===== config.mk =====
export PLATFORM = sky130hd
export DESIGN_NAME = l1_frame_loader
export DESIGN_NICKNAME = d
export VERILOG_FILES = /design/src/rtl/l1_pkg.sv /design/src/rtl/l1_gap_timer.sv /design/src/rtl/l1_frame_loader.sv
export SDC_FILE = /design/constraint.sdc
export NUM_CORES = 1
export LEC_CHECK = 0
export CAP_MARGIN = 25
export CORE_MARGIN = 8
export CORE_UTILIZATION = 43
export DETAILED_ROUTE_END_ITERATION = 7
export GPL_TIMING_DRIVEN = 0
export PLACE_DENSITY = 0.85
export SLEW_MARGIN = 40
export SYNTH_ARGS = -nofsm -noshare
export SYNTH_HDL_FRONTEND = slang
export SYNTH_SLANG_ARGS = --single-unit

===== constraint.sdc =====
create_clock -name clk -period 1.2 [get_ports clk]
set_input_delay 0.12 -clock clk [delete_from_list [all_inputs] [get_ports clk]]
set_output_delay 0.12 -clock clk [all_outputs]
set_load 0.05 [all_outputs]

===== src/rtl/l1_pkg.sv =====
// Shared constants and state encoding for the L1 register splice feeder.
// Latency: n/a (declarations only).
// Backpressure: n/a (declarations only).
package l1_pkg;

    localparam int         L1_NUM_BYTES = 24;
    localparam int         L1_SEL_W     = 5;
    localparam logic [7:0] L1_HDR_BYTE  = 8'hA5;

    typedef enum logic [1:0] {
        IDLE    = 2'd0,
        PAYLOAD = 2'd1,
        CHECK   = 2'd2
    } l1_state_t;

endpackage


===== src/rtl/l1_gap_timer.sv =====
// Idle-gap counter between accepted bytes inside a frame.
// Latency: expire is combinational from the registered count.
// Backpressure: none; counts whenever enabled and not cleared.
//
// Ports:
//   clk, rst : clock, synchronous active-high reset
//   clr      : zero the count (wins over en)
//   en       : advance the count by one
//   expire   : count has reached TIMEOUT_CYC-1 while enabled
module l1_gap_timer #(
    parameter int TO_W        = 10,
    parameter int TIMEOUT_CYC = 1024
) (
    input  logic clk,
    input  logic rst,
    input  logic clr,
    input  logic en,
    output logic expire
);

    logic [TO_W-1:0] cnt;

    always_ff @(posedge clk) begin
        if (rst) begin
            cnt <= '0;
        end else if (clr) begin
            cnt <= '0;
        end else if (en) begin
            cnt <= cnt + 1'b1;
        end
    end

    // The owner leaves the timed states on expiry and clears us, so the
    // count never needs to saturate.
    assign expire = en && (cnt == TO_W'(TIMEOUT_CYC - 1));

endmodule


===== src/rtl/l1_frame_loader.sv =====
// Frame parser feeding the 24-byte L1 splice registers: header, payload, checksum.
// Latency: one cycle from an accepted payload byte to its we/wdata/sel strobe.
// Backpressure: none; s_ready is high whenever reset is released.
//
// Ports:
//   clk, rst        : clock, synchronous active-high reset
//   s_data/s_valid  : incoming byte stream; s_ready = !rst
//   wdata/sel/we    : one write strobe per payload byte, sel in arrival order
//   frame_ok        : one-cycle pulse, frame complete (checksum good if enabled)
//   frame_err       : one-cycle pulse, checksum mismatch or inter-byte timeout
//   busy            : combinational, high while inside a frame
//
// Build option L1_FRAME_LOADER_CHKSUM_EN: when defined a trailing checksum
// byte (payload sum mod 256) is expected and verified; when undefined the
// frame ends with the last payload byte and frame_ok accompanies its write.
module l1_frame_loader
    import l1_pkg::*;
#(
    parameter int         NUM_BYTES   = L1_NUM_BYTES,
    parameter int         SEL_W       = L1_SEL_W,
    parameter logic [7:0] HDR_BYTE    = L1_HDR_BYTE,
    parameter int         TIMEOUT_CYC = 1024,
    parameter int         TO_W        = 10
) (
    input  logic             clk,
    input  logic             rst,
    input  logic [7:0]       s_data,
    input  logic             s_valid,
    output logic             s_ready,
    output logic [7:0]       wdata,
    output logic [SEL_W-1:0] sel,
    output logic             we,
    output logic             frame_ok,
    output logic             frame_err,
    output logic             busy
);

    localparam logic [1:0] ST_IDLE    = IDLE;
    localparam logic [1:0] ST_PAYLOAD = PAYLOAD;
`ifdef L1_FRAME_LOADER_CHKSUM_EN
    localparam logic [1:0] ST_CHECK   = CHECK;
`endif
    localparam logic [SEL_W-1:0] LAST_IDX = SEL_W'(NUM_BYTES - 1);

    logic [1:0]       state;
    logic [SEL_W-1:0] idx;
`ifdef L1_FRAME_LOADER_CHKSUM_EN
    logic [7:0]       sum;
`endif
    logic             accept;
    logic             tmr_expire;
    logic             expired;

    assign s_ready = !rst;
    assign accept  = s_valid && s_ready;
    assign busy    = (state != ST_IDLE);

    // An accepted byte in the expiry cycle rescues the frame.
    assign expired = tmr_expire && !accept;

    // Held at zero while idle so a new frame always starts with a fresh gap.
    l1_gap_timer #(
        .TO_W        (TO_W),
        .TIMEOUT_CYC (TIMEOUT_CYC)
    ) u_gap_timer (
        .clk    (clk),
        .rst    (rst),
        .clr    (accept || !busy),
        .en     (busy),
        .expire (tmr_expire)
    );

    always_ff @(posedge clk) begin
        if (rst) begin
            state     <= ST_IDLE;
            idx       <= '0;
`ifdef L1_FRAME_LOADER_CHKSUM_EN
            sum       <= '0;
`endif
            wdata     <= '0;
            sel       <= '0;
            we        <= 1'b0;
            frame_ok  <= 1'b0;
            frame_err <= 1'b0;
        end else begin
            we        <= 1'b0;
            frame_ok  <= 1'b0;
            frame_err <= 1'b0;

            case (state)
                ST_IDLE: begin
                    // Anything other than the marker is line noise; drop it.
                    if (accept && (s_data == HDR_BYTE)) begin
                        state <= ST_PAYLOAD;
                        idx   <= '0;
`ifdef L1_FRAME_LOADER_CHKSUM_EN
                        sum   <= '0;
`endif
                    end
                end

                ST_PAYLOAD: begin
                    // The header value is ordinary data here; no resync.
                    if (accept) begin
                        wdata <= s_data;
                        sel   <= idx;
                        we    <= 1'b1;
                        idx   <= idx + 1'b1;
`ifdef L1_FRAME_LOADER_CHKSUM_EN
                        sum   <= sum + s_data;
                        if (idx == LAST_IDX) begin
                            state <= ST_CHECK;
                        end
`else
                        if (idx == LAST_IDX) begin
                            state    <= ST_IDLE;
                            frame_ok <= 1'b1;
                        end
`endif
                    end else if (expired) begin
                        state     <= ST_IDLE;
                        frame_err <= 1'b1;
                    end
                end

`ifdef L1_FRAME_LOADER_CHKSUM_EN
                ST_CHECK: begin
                    if (accept) begin
                        state <= ST_IDLE;
                        if (s_data == sum) begin
                            frame_ok <= 1'b1;
                        end else begin
                            frame_err <= 1'b1;
                        end
                    end else if (expired) begin
                        state     <= ST_IDLE;
                        frame_err <= 1'b1;
                    end
                end
`endif

                default: begin
                    state <= ST_IDLE;
                end
            endcase
        end
    end

endmodule


==> impl_results.md, run 1 <==
- Final RePlAce weighted congestion: 0.835
- Number of different library cells in the post-synthesis netlist: 27
- H-tree depth: 2
- Number of buffers created by CTS: 5
- Primary flip-flop cell chosen by synthesis mapping: sky130_fd_sc_hd__dfxtp_1
- Mean routed wirelength per cell: 13.8 µm
- Number of global-route vias before repair: 1186
- Count of warnings emitted by yosys: 0
- Pint: 1.53 mW
- Area occupied by multi-input gates: 613 µm²
- Synthesized flop and latch total: 32
- Peak VDD IR: 0.00127 V
- Starting density of the core: 45.6%
- Netlist area before placement: 1270 µm²
- RSZ-0062 raised after global routing: yes
- Core Util, Final: 60.6%
- Post-layout nets: 200
- Boundary Pins: 29
- Number of nets still failing antenna checks after routing: 0
- Reg2reg setup slack: 0.03 ns
- Cell type with the highest aggregate area in the netlist: sky130_fd_sc_hd__dfxtp_1
- Destination of the worst register-to-register timing path: u_gap_timer.cnt[8]
- Mapped Nets: 161
- Pwr per Cell Area: 1150 nW/µm²
- Hold path startpoint: s_data[6]
- Synth top area share: 50.5%
- Initial antenna violation count: 0
- Row Count: 19
- Die width: 70.3 µm
- Clock latency on the worst-skew pair: 0.34 ns
- TNS Setup: 0 ns
- Number of input and output port buffers inserted: 28
- Startpoint kind of the worst setup timing path: primary input
- Number of hold violations in the final report: 0
- Sequential share of the synthesized area: 50.5%
- Layout overhead on the synthesized area: 33.0%
- Length of the first detailed-routing pass in iterations: 4
- CP Data Required Time: 1.48 ns
- Full die area: 4940 µm²
- CP Capture Type: register
- Classification of the worst-slack hold path: in2reg
- Vias: 1153
- Setup ws final: 0.00910 ns
- Total of fill cells in the finished design: 251
- Vertical die dimension: 70.3 µm
- Overflow after GRT: 0
- Share of synthesized registers carrying an async set or reset: 0%
- Largest buffer count on any clock path: 2
- Final antenna diode count: 0
- Post-route clock skew: 0.0107 ns
- Static Leak: 0.752 nW
- Top cells by area, synth: sky130_fd_sc_hd__dfxtp_1 (51%), sky130_fd_sc_hd__nand2_1 (9.8%), sky130_fd_sc_hd__nand3_1 (6.7%), sky130_fd_sc_hd__nor2_1 (3.6%), sky130_fd_sc_hd__xor2_1 (3.5%)
- WHS Path Cells: 3
- Layout cell share with drive strength beyond 1: 26.1%
- Core Box Area: 2780 µm²
- Sequential cell area in the final layout: 652 µm²
- Final number of setup-violating endpoints: 0
- Startpoint of the lowest-slack register-to-register path: u_gap_timer.cnt[0]
- Crit path time final: 1.19 ns
- Final wirelength: 3030 µm
- Number of design rule violations left after detail routing: 0
- Part of the total power dissipated in combinational logic: 3.8%
- Clock share of power: 41.6%
- Crit share post-route: 99.2%
- Slew at the pin closest to its max-slew limit: 0.282 ns
- Number of enable-type register cells in the synthesized netlist: 0
- Wire length of the first global-routing pass: 4920 µm
- Count of max-cap constraint violations: 0
- Status: finished clean
- Worst-case reg-to-reg path depth: 5
- Clk slew on worst S/H paths: 0.11 ns
- Max Clock Freq: 840 MHz
- Cell with the most instances after synthesis: sky130_fd_sc_hd__nand2_1
- Pre-CTS setup slack: -1.08 ns
- Number of sinks handled by clock tree synthesis: 32
- Switch Pwr: 409 µW
- Capture endpoint of the worst hold path: wdata[6]
- Design area: 1690 µm²
- Hold Slack: 0.00440 ns
- Gr usage total: 11.9%
- Total count of max-transition violations in the final report: 0
- Maximum fanout encountered on the critical timing path: 6
- Half-perimeter wire length after placement: 2210 µm
- Relative contribution of sequential cells to total power: 54.6%
- Cell at the root of the clock tree: sky130_fd_sc_hd__clkbuf_4
- Post-placement cell area: 1600 µm²
- Average instance area after synthesis: 8.56 µm²
- Top post-synthesis cells by count: sky130_fd_sc_hd__nand2_1 (33), sky130_fd_sc_hd__dfxtp_1 (32), sky130_fd_sc_hd__nand3_1 (17)
- Critical path class: in2reg
- Switching part of the total power: 21.1%
- Instance count of the mapped netlist: 148
- Pin count of the biggest net entering global routing: 12
- CTS tree: built
- Via-to-Cell Ratio: 5.26
- Starting DRC count in detailed routing: 42
- Data arrival time at the worst-slack endpoint: 1.47 ns
- Count of hold-fix buffers inserted at cts: 0
- Relative slew margins: 81.3%
stage by stage:
step / power (mW) / cells
finish: 1.94 / 219
global route: 2.00 / 219
CTS: 1.96 / 216
detailed placement: 1.16 / 207
global placement: 1.16 / 207
floorplan: 1.11 / 148
worst max-delay path by stage:
stage / slack, ns / cells past startpoint / end / from
after floorplan: 0.03 / 5 / u_gap_timer.cnt[9] / state[0]
after global placement: -1.03 / 4 / s_ready / rst
after detailed placement: -1.08 / 4 / s_ready / rst
after CTS: 0.0006 / 1 / wdata[0] / wdata[0]
after global routing: -0.04 / 5 / state[0] / idx[1]
final: 0.009 / 5 / idx[3] / s_data[0]
kinds of logic after synthesis:
logic type	Yosys count	synth area share, %
and+or+nand+nor	83	32.3
DFF	32	50.5
AOI/OAI and AO/OA	11	4.74
buffers and inverters	10	3.46
xor gates and xnor gates	9	6.22
adders and majority gates	2	1.97
muxes	1	0.790
critical path, stage by stage:
cell and delay (ns):
sky130_fd_sc_hd__clkdlybuf4s50_1 0.49, sky130_fd_sc_hd__and4bb_2 0.29, sky130_fd_sc_hd__a21oi_4 0.08, sky130_fd_sc_hd__or3_1 0.34, sky130_fd_sc_hd__a21oi_1 0.14
routing by layer:
| metal | global-route usage [%] | routed length, µm |
|---|---|---|
| met1 | 11.2 | 1250 |
| met2 | 22.2 | 1510 |
| met3 | 4.94 | 235 |
| met4 | 4.46 | 27 |
| met5 | 0 | 0 |
power groups by stage:
stage | sequential (mW) | clock [mW] | combinational [mW]
3_3_place_gp | 1.08 | 0 | 0.0726
6_report | 1.06 | 0.805 | 0.0741
4_1_cts | 1.06 | 0.826 | 0.0744
3_5_place_dp | 1.08 | 0 | 0.0741
2_1_floorplan | 1.09 | 0 | 0.0238
5_1_grt | 1.06 | 0.859 | 0.0794
flip-flops by register name, summed over array words and instances, names as in the netlist:
signal and flops:
wdata 8, we 1, frame_err 1, idx 5
sel 5, state 1, u_gap_timer.cnt 10, frame_ok 1
layout make-up:
type	instances	share of cell area, %
buffer	5	2.15
clock buffer	5	2.23
clock inverter	3	2.52
inverter	5	1.11
multi-input combinational	106	36.4
sequential	32	38.7
tap	31	2.30
timing repair buffer	32	14.6
timing repair:
item,CTS,global route
buffers inserted,1,3
pin swaps,2,4
setup endpoints to repair,40,35
gates resized for setup,75,33
gates cloned,0,0
hold endpoints to repair,0,0
cell usage in the layout (no fill, tap or decap), types with 2 or more instances in the layout:
master / count
sky130_fd_sc_hd__dfxtp_1: 27
sky130_fd_sc_hd__clkdlybuf4s15_2: 2
sky130_fd_sc_hd__clkbuf_4: 6
sky130_fd_sc_hd__o21ai_0: 4
sky130_fd_sc_hd__nand2_1: 33
sky130_fd_sc_hd__or3_1: 2
sky130_fd_sc_hd__nand3_1: 17
sky130_fd_sc_hd__buf_4: 5
sky130_fd_sc_hd__nor2_1: 11
sky130_fd_sc_hd__dlymetal6s2s_1: 4
sky130_fd_sc_hd__and4bb_2: 2
sky130_fd_sc_hd__xor2_1: 5
sky130_fd_sc_hd__and3_1: 2
sky130_fd_sc_hd__xnor2_1: 4
sky130_fd_sc_hd__nand4_1: 6
sky130_fd_sc_hd__and4_1: 2
sky130_fd_sc_hd__clkdlybuf4s50_1: 6
sky130_fd_sc_hd__a21oi_1: 5
sky130_fd_sc_hd__dfxtp_4: 2
sky130_fd_sc_hd__buf_2: 16
sky130_fd_sc_hd__inv_1: 3
sky130_fd_sc_hd__dfxtp_2: 3
sky130_fd_sc_hd__inv_2: 2
No activity file was read; power rests on OpenSTA's default activity.
==> run 2: changes to the inputs <==
==> constraint.sdc (replaced) <==
create_clock -name clk -period 1.09 [get_ports clk]
set_input_delay 0.109 -clock clk [delete_from_list [all_inputs] [get_ports clk]]
set_output_delay 0.109 -clock clk [all_outputs]
set_load 0.05 [all_outputs]
==> impl_results.md, run 2 (synthesized netlist as in run 1, its figures left out) <==
- Status: complete, but fails checks
- Violated checks: setup timing
- Largest buffer count on any clock path: 2 (unchanged)
- Total of fill cells in the finished design: 242 (-3.6%)
- Pre-CTS setup slack: -1.03 ns (+0.0432 ns)
- Maximum fanout encountered on the critical timing path: 5 (-1)
- CP Data Required Time: 1.32 ns (-0.16 ns)
- Clock share of power: 35.7% (-5.9 points)
- Number of design rule violations left after detail routing: 0 (unchanged)
- Peak VDD IR: 0.000939 V (-26%)
- Final antenna diode count: 0 (unchanged)
- Hold Slack: 0.0554 ns (+0.0510 ns)
- CP Capture Type: register
- TNS Setup: -0.225 ns (-0.225 ns)
- Boundary Pins: 29 (unchanged)
- Layout overhead on the synthesized area: 41.6%
- Die width: 70.3 µm (unchanged)
- Part of the total power dissipated in combinational logic: 4.3% (+0.5 points)
- Most frequent standard cell in the layout excluding fill and tap cells: sky130_fd_sc_hd__nand2_1
- Reg2reg setup slack: -0.05 ns (-0.08 ns)
- Vertical die dimension: 70.3 µm (unchanged)
- Pint: 1.51 mW (-0.90%)
- Highest-count cells in the layout ignoring fill and taps: sky130_fd_sc_hd__nand2_1 (31), sky130_fd_sc_hd__dfxtp_1 (25), sky130_fd_sc_hd__nand3_1 (14)
- Length of the first detailed-routing pass in iterations: 4 (unchanged)
- Via-to-Cell Ratio: 5.31 (+0.91%)
- Pin count of the biggest net entering global routing: 11 (-1)
- Classification of the worst-slack hold path: in2reg
- Initial antenna violation count: 0 (unchanged)
- Critical path class: reg2reg
- Switch Pwr: 421 µW (+2.9%)
- Setup ws final: -0.0462 ns (-0.0553 ns)
- Number of nets still failing antenna checks after routing: 0 (unchanged)
- Overflow after GRT: 0 (unchanged)
- Slew at the pin closest to its max-slew limit: 0.265 ns (-0.0164 ns)
- Clock latency on the worst-skew pair: 0.33 ns (about the same)
- Relative contribution of sequential cells to total power: 60.0% (+5.4 points)
- Max Clock Freq: 880 MHz
- Count of hold-fix buffers inserted at cts: 0 (unchanged)
- Total count of max-transition violations in the final report: 0 (unchanged)
- Buffers & Inverters on Critical Path: 2 (+1)
- Number of global-route vias before repair: 1209 (+1.9%)
- Startpoint of the lowest-slack register-to-register path: state[0]
- Crit path time final: 1.14 ns
- WHS Path Cells: 2 (-1)
- Relative slew margins: 82.4% (+1.1 points)
- Most flops, register: u_gap_timer.cnt
- Post-route clock skew: 0.00775 ns (-0.00292 ns)
- Number of input and output port buffers inserted: 28 (unchanged)
- Gr usage total: 13.0% (+1.0 points)
- Clk slew on worst S/H paths: 0.09 ns (-0.02 ns)
- Final RePlAce weighted congestion: 0.818 (-2.1%)
- Worst-case reg-to-reg path depth: 5 (unchanged)
- H-tree depth: 2 (unchanged)
- Biggest regs: u_gap_timer.cnt x10, wdata x8
- Crit share post-route: 104%
- Power, Total: 1.93 mW (about the same)
- Final number of setup-violating endpoints: 8 (+8)
- Switching part of the total power: 21.7% (+0.63 points)
- Half-perimeter wire length after placement: 2320 µm (+5.1%)
- Wire length of the first global-routing pass: 5350 µm (+8.7%)
- Number of flip-flops in the largest register: 10 (unchanged)
- Number of sinks handled by clock tree synthesis: 32 (unchanged)
- Crit-path cells: buf_6 -> buf_4 -> nand4b_1 -> nand2_2 -> nor2_1
- Layout cell share with drive strength beyond 1: 34.2% (+8.1 points)
- Full die area: 4940 µm² (unchanged)
- Row Count: 19 (unchanged)
- Startpoint kind of the worst setup timing path: register
- Static Leak: 0.778 nW (+3.4%)
- Core Box Area: 2780 µm² (unchanged)
- Cell class contributing the biggest share of worst-path delay: simple AND/OR/NAND/NOR gates
- Highest-delay cell along the critical path: sky130_fd_sc_hd__dfxtp_4
- Number of hold violations in the final report: 0 (unchanged)
- Count of max-cap constraint violations: 0 (unchanged)
- Number of cells on the critical path: 5 (unchanged)
- Sequential cell area in the final layout: 657 µm² (+0.77%)
- RSZ-0062 raised after global routing: yes
- Starting DRC count in detailed routing: 57 (+36%)
- Mean routed wirelength per cell: 14.5 µm (+4.5%)
- Area occupied by multi-input gates: 692 µm² (+13%)
- Worst setup path startpoint: state[0]
- Number of buffers created by CTS: 5 (unchanged)
- Destination of the worst register-to-register timing path: idx[0]
- CTS tree: built
- Cell at the root of the clock tree: sky130_fd_sc_hd__clkbuf_4
- Pwr per Cell Area: 1080 nW/µm² (-6.2%)
- Data arrival time at the worst-slack endpoint: 1.36 ns (-0.11 ns)
- Capture point of the critical path: idx[0]
- Delay contributed by the slowest stage of the critical path: 0.36 ns (-0.13 ns)
- Final wirelength: 3240 µm (+6.9%)
- Hold path startpoint: rst
- Vias: 1190 (+3.2%)
- Post-layout nets: 205 (+2.5%)
- Starting density of the core: 45.6% (unchanged)
## run 2: metrics by stage
step	cell area [µm²]	instances	utilization [%]
floorplan	1310	148	-
global placement	1630	207	58.4
detailed placement	1630	207	58.4
CTS	1700	221	61.3
global route	1790	224	64.5
finish	1790	224	64.5
## run 2: final cells by class
class / instances / share of cell area, %
multi-input combinational: 106 / 38.6
sequential: 32 / 36.6
timing repair buffer: 37 / 15.0
clock buffer: 8 / 3.28
buffer: 5 / 3.07
tap: 31 / 2.16
inverter: 5 / 1.32
## run 2: worst min-delay path by stage
| stage | endpoint | slack (ns) |
|---|---|---|
| floorplan | idx[1] | 0.17 |
| global placement | u_gap_timer.cnt[0] | 0.42 |
| detailed placement | u_gap_timer.cnt[0] | 0.44 |
| CTS | wdata[3] | 0.10 |
| global route | idx[2] | 0.05 |
| finish | idx[2] | 0.06 |
## run 2: power groups by stage
| stage | logic, mW | registers [mW] | clock network (mW) |
|---|---|---|---|
| floorplan | 0.0267 | 1.19 | 0 |
| global placement | 0.0802 | 1.19 | 0 |
| detailed placement | 0.0829 | 1.19 | 0 |
| CTS | 0.0778 | 1.16 | 0.713 |
| global route | 0.0897 | 1.16 | 0.765 |
| finish | 0.0830 | 1.16 | 0.691 |
## run 2: routing by layer
metal,part of all wire [%],wire (µm),GRT usage (%)
met4,2.0,66,6.25
met5,0,0,0
met2,52,1670,21.8
met3,6.4,206,4.94
met1,40,1300,13.8
## run 2: repair_timing
action	in CTS	in global routing
gates resized for setup	122	23
setup buffers	6	3
pin swaps	11	6
cloned	0	0
endpoints found under the setup margin	46	30
==> run 3: changes to the inputs <==
--- a/config.mk
+++ b/config.mk
@@ -9,7 +9,6 @@
 export CORE_MARGIN = 8
 export CORE_UTILIZATION = 43
 export DETAILED_ROUTE_END_ITERATION = 7
-export GPL_TIMING_DRIVEN = 0
 export PLACE_DENSITY = 0.85
 export SLEW_MARGIN = 40
 export SYNTH_ARGS = -nofsm -noshare
==> impl_results.md, run 3 (synthesized netlist as in run 1, its figures left out) <==
- Met3 capacity usage during global routing: 4.94% (unchanged)
- Wire length of the first global-routing pass: 6420 µm (+20%)
- Overflow after GRT: 0 (unchanged)
- Largest buffer count on any clock path: 2 (unchanged)
- Relative contribution of sequential cells to total power: 51.1% (-8.9 points)
- Final wirelength: 3980 µm (+23%)
- Clock latency on the worst-skew pair: 0.34 ns (about the same)
- Startpoint kind of the worst setup timing path: register
- Number of global-route vias before repair: 1403 (+16%)
- Length of the first detailed-routing pass in iterations: 4 (unchanged)
- Switching part of the total power: 19.9% (-1.8 points)
- Critical path class: reg2reg
- Final antenna diode count: 0 (unchanged)
- Starting DRC count in detailed routing: 66 (+16%)
- Pre-CTS setup slack: -0.400 ns (+0.632 ns)
- Status: complete, but fails checks
- Final RePlAce weighted congestion: 0.972 (+19%)
- Number of design rule violations left after detail routing: 0 (unchanged)
- Classification of the worst-slack hold path: in2reg
- Slew at the pin closest to its max-slew limit: 0.210 ns (-0.0550 ns)
- Row Count: 19 (unchanged)
- Relative slew margins: 85.8% (+3.4 points)
- Most frequent standard cell in the layout excluding fill and tap cells: sky130_fd_sc_hd__nand2_1
- H-tree depth: 2 (unchanged)
- Number of nets still failing antenna checks after routing: 0 (unchanged)
- Post-layout nets: 220 (+7.3%)
- Layout cell share with drive strength beyond 1: 40.9% (+6.7 points)
- GRT Max-Usage Layer: met2
- Crit share post-route: 108% (+3.4 points)
- Pwr per Cell Area: 1030 nW/µm² (-4.8%)
- Vertical die dimension: 70.3 µm (unchanged)
- Pint: 1.82 mW (+20%)
- Number of buffers created by CTS: 5 (unchanged)
- Via-to-Cell Ratio: 5.45 (+2.6%)
- CTS tree: built
- Count of max-cap constraint violations: 0 (unchanged)
- Layout overhead on the synthesized area: 75.1%
- Peak VDD IR: 0.00149 V (+59%)
- Vias: 1303 (+9.5%)
- RSZ-0062 raised after global routing: yes
- Most flops, register: u_gap_timer.cnt
- Full die area: 4940 µm² (unchanged)
- Half-perimeter wire length after placement: 2650 µm (+14%)
- Boundary Pins: 29 (unchanged)
- Data arrival time at the worst-slack endpoint: 1.46 ns (+0.10 ns)
- Highest-count cells in the layout ignoring fill and taps: sky130_fd_sc_hd__nand2_1 (30), sky130_fd_sc_hd__dfxtp_1 (26), sky130_fd_sc_hd__buf_4 (21)
- CP Capture Type: register
- Count of hold-fix buffers inserted at cts: 0 (unchanged)
- Met1 global-route usage: 14.9% (+1.0 points)
- Initial antenna violation count: 0 (unchanged)
- Reg2reg setup slack: -0.08 ns (-0.04 ns)
- Violated checks: setup timing
- Mean routed wirelength per cell: 16.7 µm (+15%)
- Clock share of power: 44.3% (+8.6 points)
- Starting density of the core: 45.6% (unchanged)
- Setup ws final: -0.0828 ns (-0.0366 ns)
- Met2 usage in global routing: 29.1% (+7.2 points)
- Max Clock Freq: 853 MHz (-3.1%)
- Post-route clock skew: 0.00602 ns (-0.00172 ns)
- Biggest regs: u_gap_timer.cnt x10, wdata x8
- Cell at the root of the clock tree: sky130_fd_sc_hd__clkbuf_4
- Die width: 70.3 µm (unchanged)
- Number of input and output port buffers inserted: 28 (unchanged)
- Gr usage total: 15.8% (+2.8 points)
- Pin count of the biggest net entering global routing: 11 (unchanged)
- Static Leak: 0.942 nW (+21%)
- Switch Pwr: 455 µW (+8.1%)
- Total count of max-transition violations in the final report: 0 (unchanged)
- Number of sinks handled by clock tree synthesis: 32 (unchanged)
- CP Data Required Time: 1.38 ns (+0.06 ns)
- TNS Setup: -0.169 ns (+0.0557 ns)
- Number of flip-flops in the largest register: 10 (unchanged)
- Part of the total power dissipated in combinational logic: 4.6% (+0.3 points)
- Core Box Area: 2780 µm² (unchanged)
- Clk slew on worst S/H paths: 0.10 ns (about the same)
- Final number of setup-violating endpoints: 5 (-3)
- Number of hold violations in the final report: 0 (unchanged)
- Crit path time final: 1.17 ns (+0.0366 ns)
- Maximum fanout encountered on the critical timing path: 3 (-2)
## run 3: repair_timing
action                                  in CTS  in global routing
resized for setup                           27                 22
pin swaps                                   16                 11
gates cloned                                 0                  0
buffers inserted                             5                  0
endpoints found under the setup margin      13                 22
## run 3: worst max-delay path, cell delays in order (launching register included)
cell and delay [ns]:
sky130_fd_sc_hd__dfxtp_4 0.38, sky130_fd_sc_hd__ha_4 0.14, sky130_fd_sc_hd__nand4_1 0.13, sky130_fd_sc_hd__or3_4 0.36, sky130_fd_sc_hd__a21oi_2 0.11
## run 3: metal layers
layer  vias to the layer above  share of wire (%)
met5                         -                  0
met4                         0                3.7
met3                        17                6.7
met2                        57                 54
met1                       608                 36
li1                        621                  -
## run 3: worst paths after layout
kind	start	to	cells past startpoint
hold reg to reg	u_gap_timer.cnt[9]	frame_err	2
hold / removal	s_data[0]	wdata[0]	3
setup reg to reg	idx[0]	idx[4]	4
setup / recovery	idx[0]	idx[4]	4
## run 3: area by class of cell
type / count / area (µm²)
clock inverter: 1 / 30.0
clock buffer: 7 / 65.1
tap: 31 / 38.8
sequential: 32 / 653
multi-input combinational: 106 / 714
fill: 173 / 562
inverter: 5 / 21.3
timing repair buffer: 57 / 697
## run 3: power groups by stage
| stage | clock (mW) | sequential, mW | combinational (mW) |
|---|---|---|---|
| after detailed placement | 0 | 1.19 | 0.100 |
| after global routing | 1.08 | 1.16 | 0.109 |
| after CTS | 1.03 | 1.16 | 0.0961 |
| after global placement | 0 | 1.19 | 0.0982 |
| final | 1.01 | 1.16 | 0.104 |
| after floorplan | 0 | 1.19 | 0.0267 |
## run 3: stage by stage
stage          cells  instance area [µm²]  power [mW]  util, %  hold WS (ns)
5_1_grt          239                 2220        2.35     79.8        0.0975
4_1_cts          239                 2130        2.29     76.7        0.0881
3_5_place_dp     226                 1950        1.29     70.2         0.475
6_report         239                 2220        2.28     79.8        0.0967
2_1_floorplan    148                 1310        1.22        -         0.171
3_3_place_gp     226                 1950        1.29     70.2         0.471
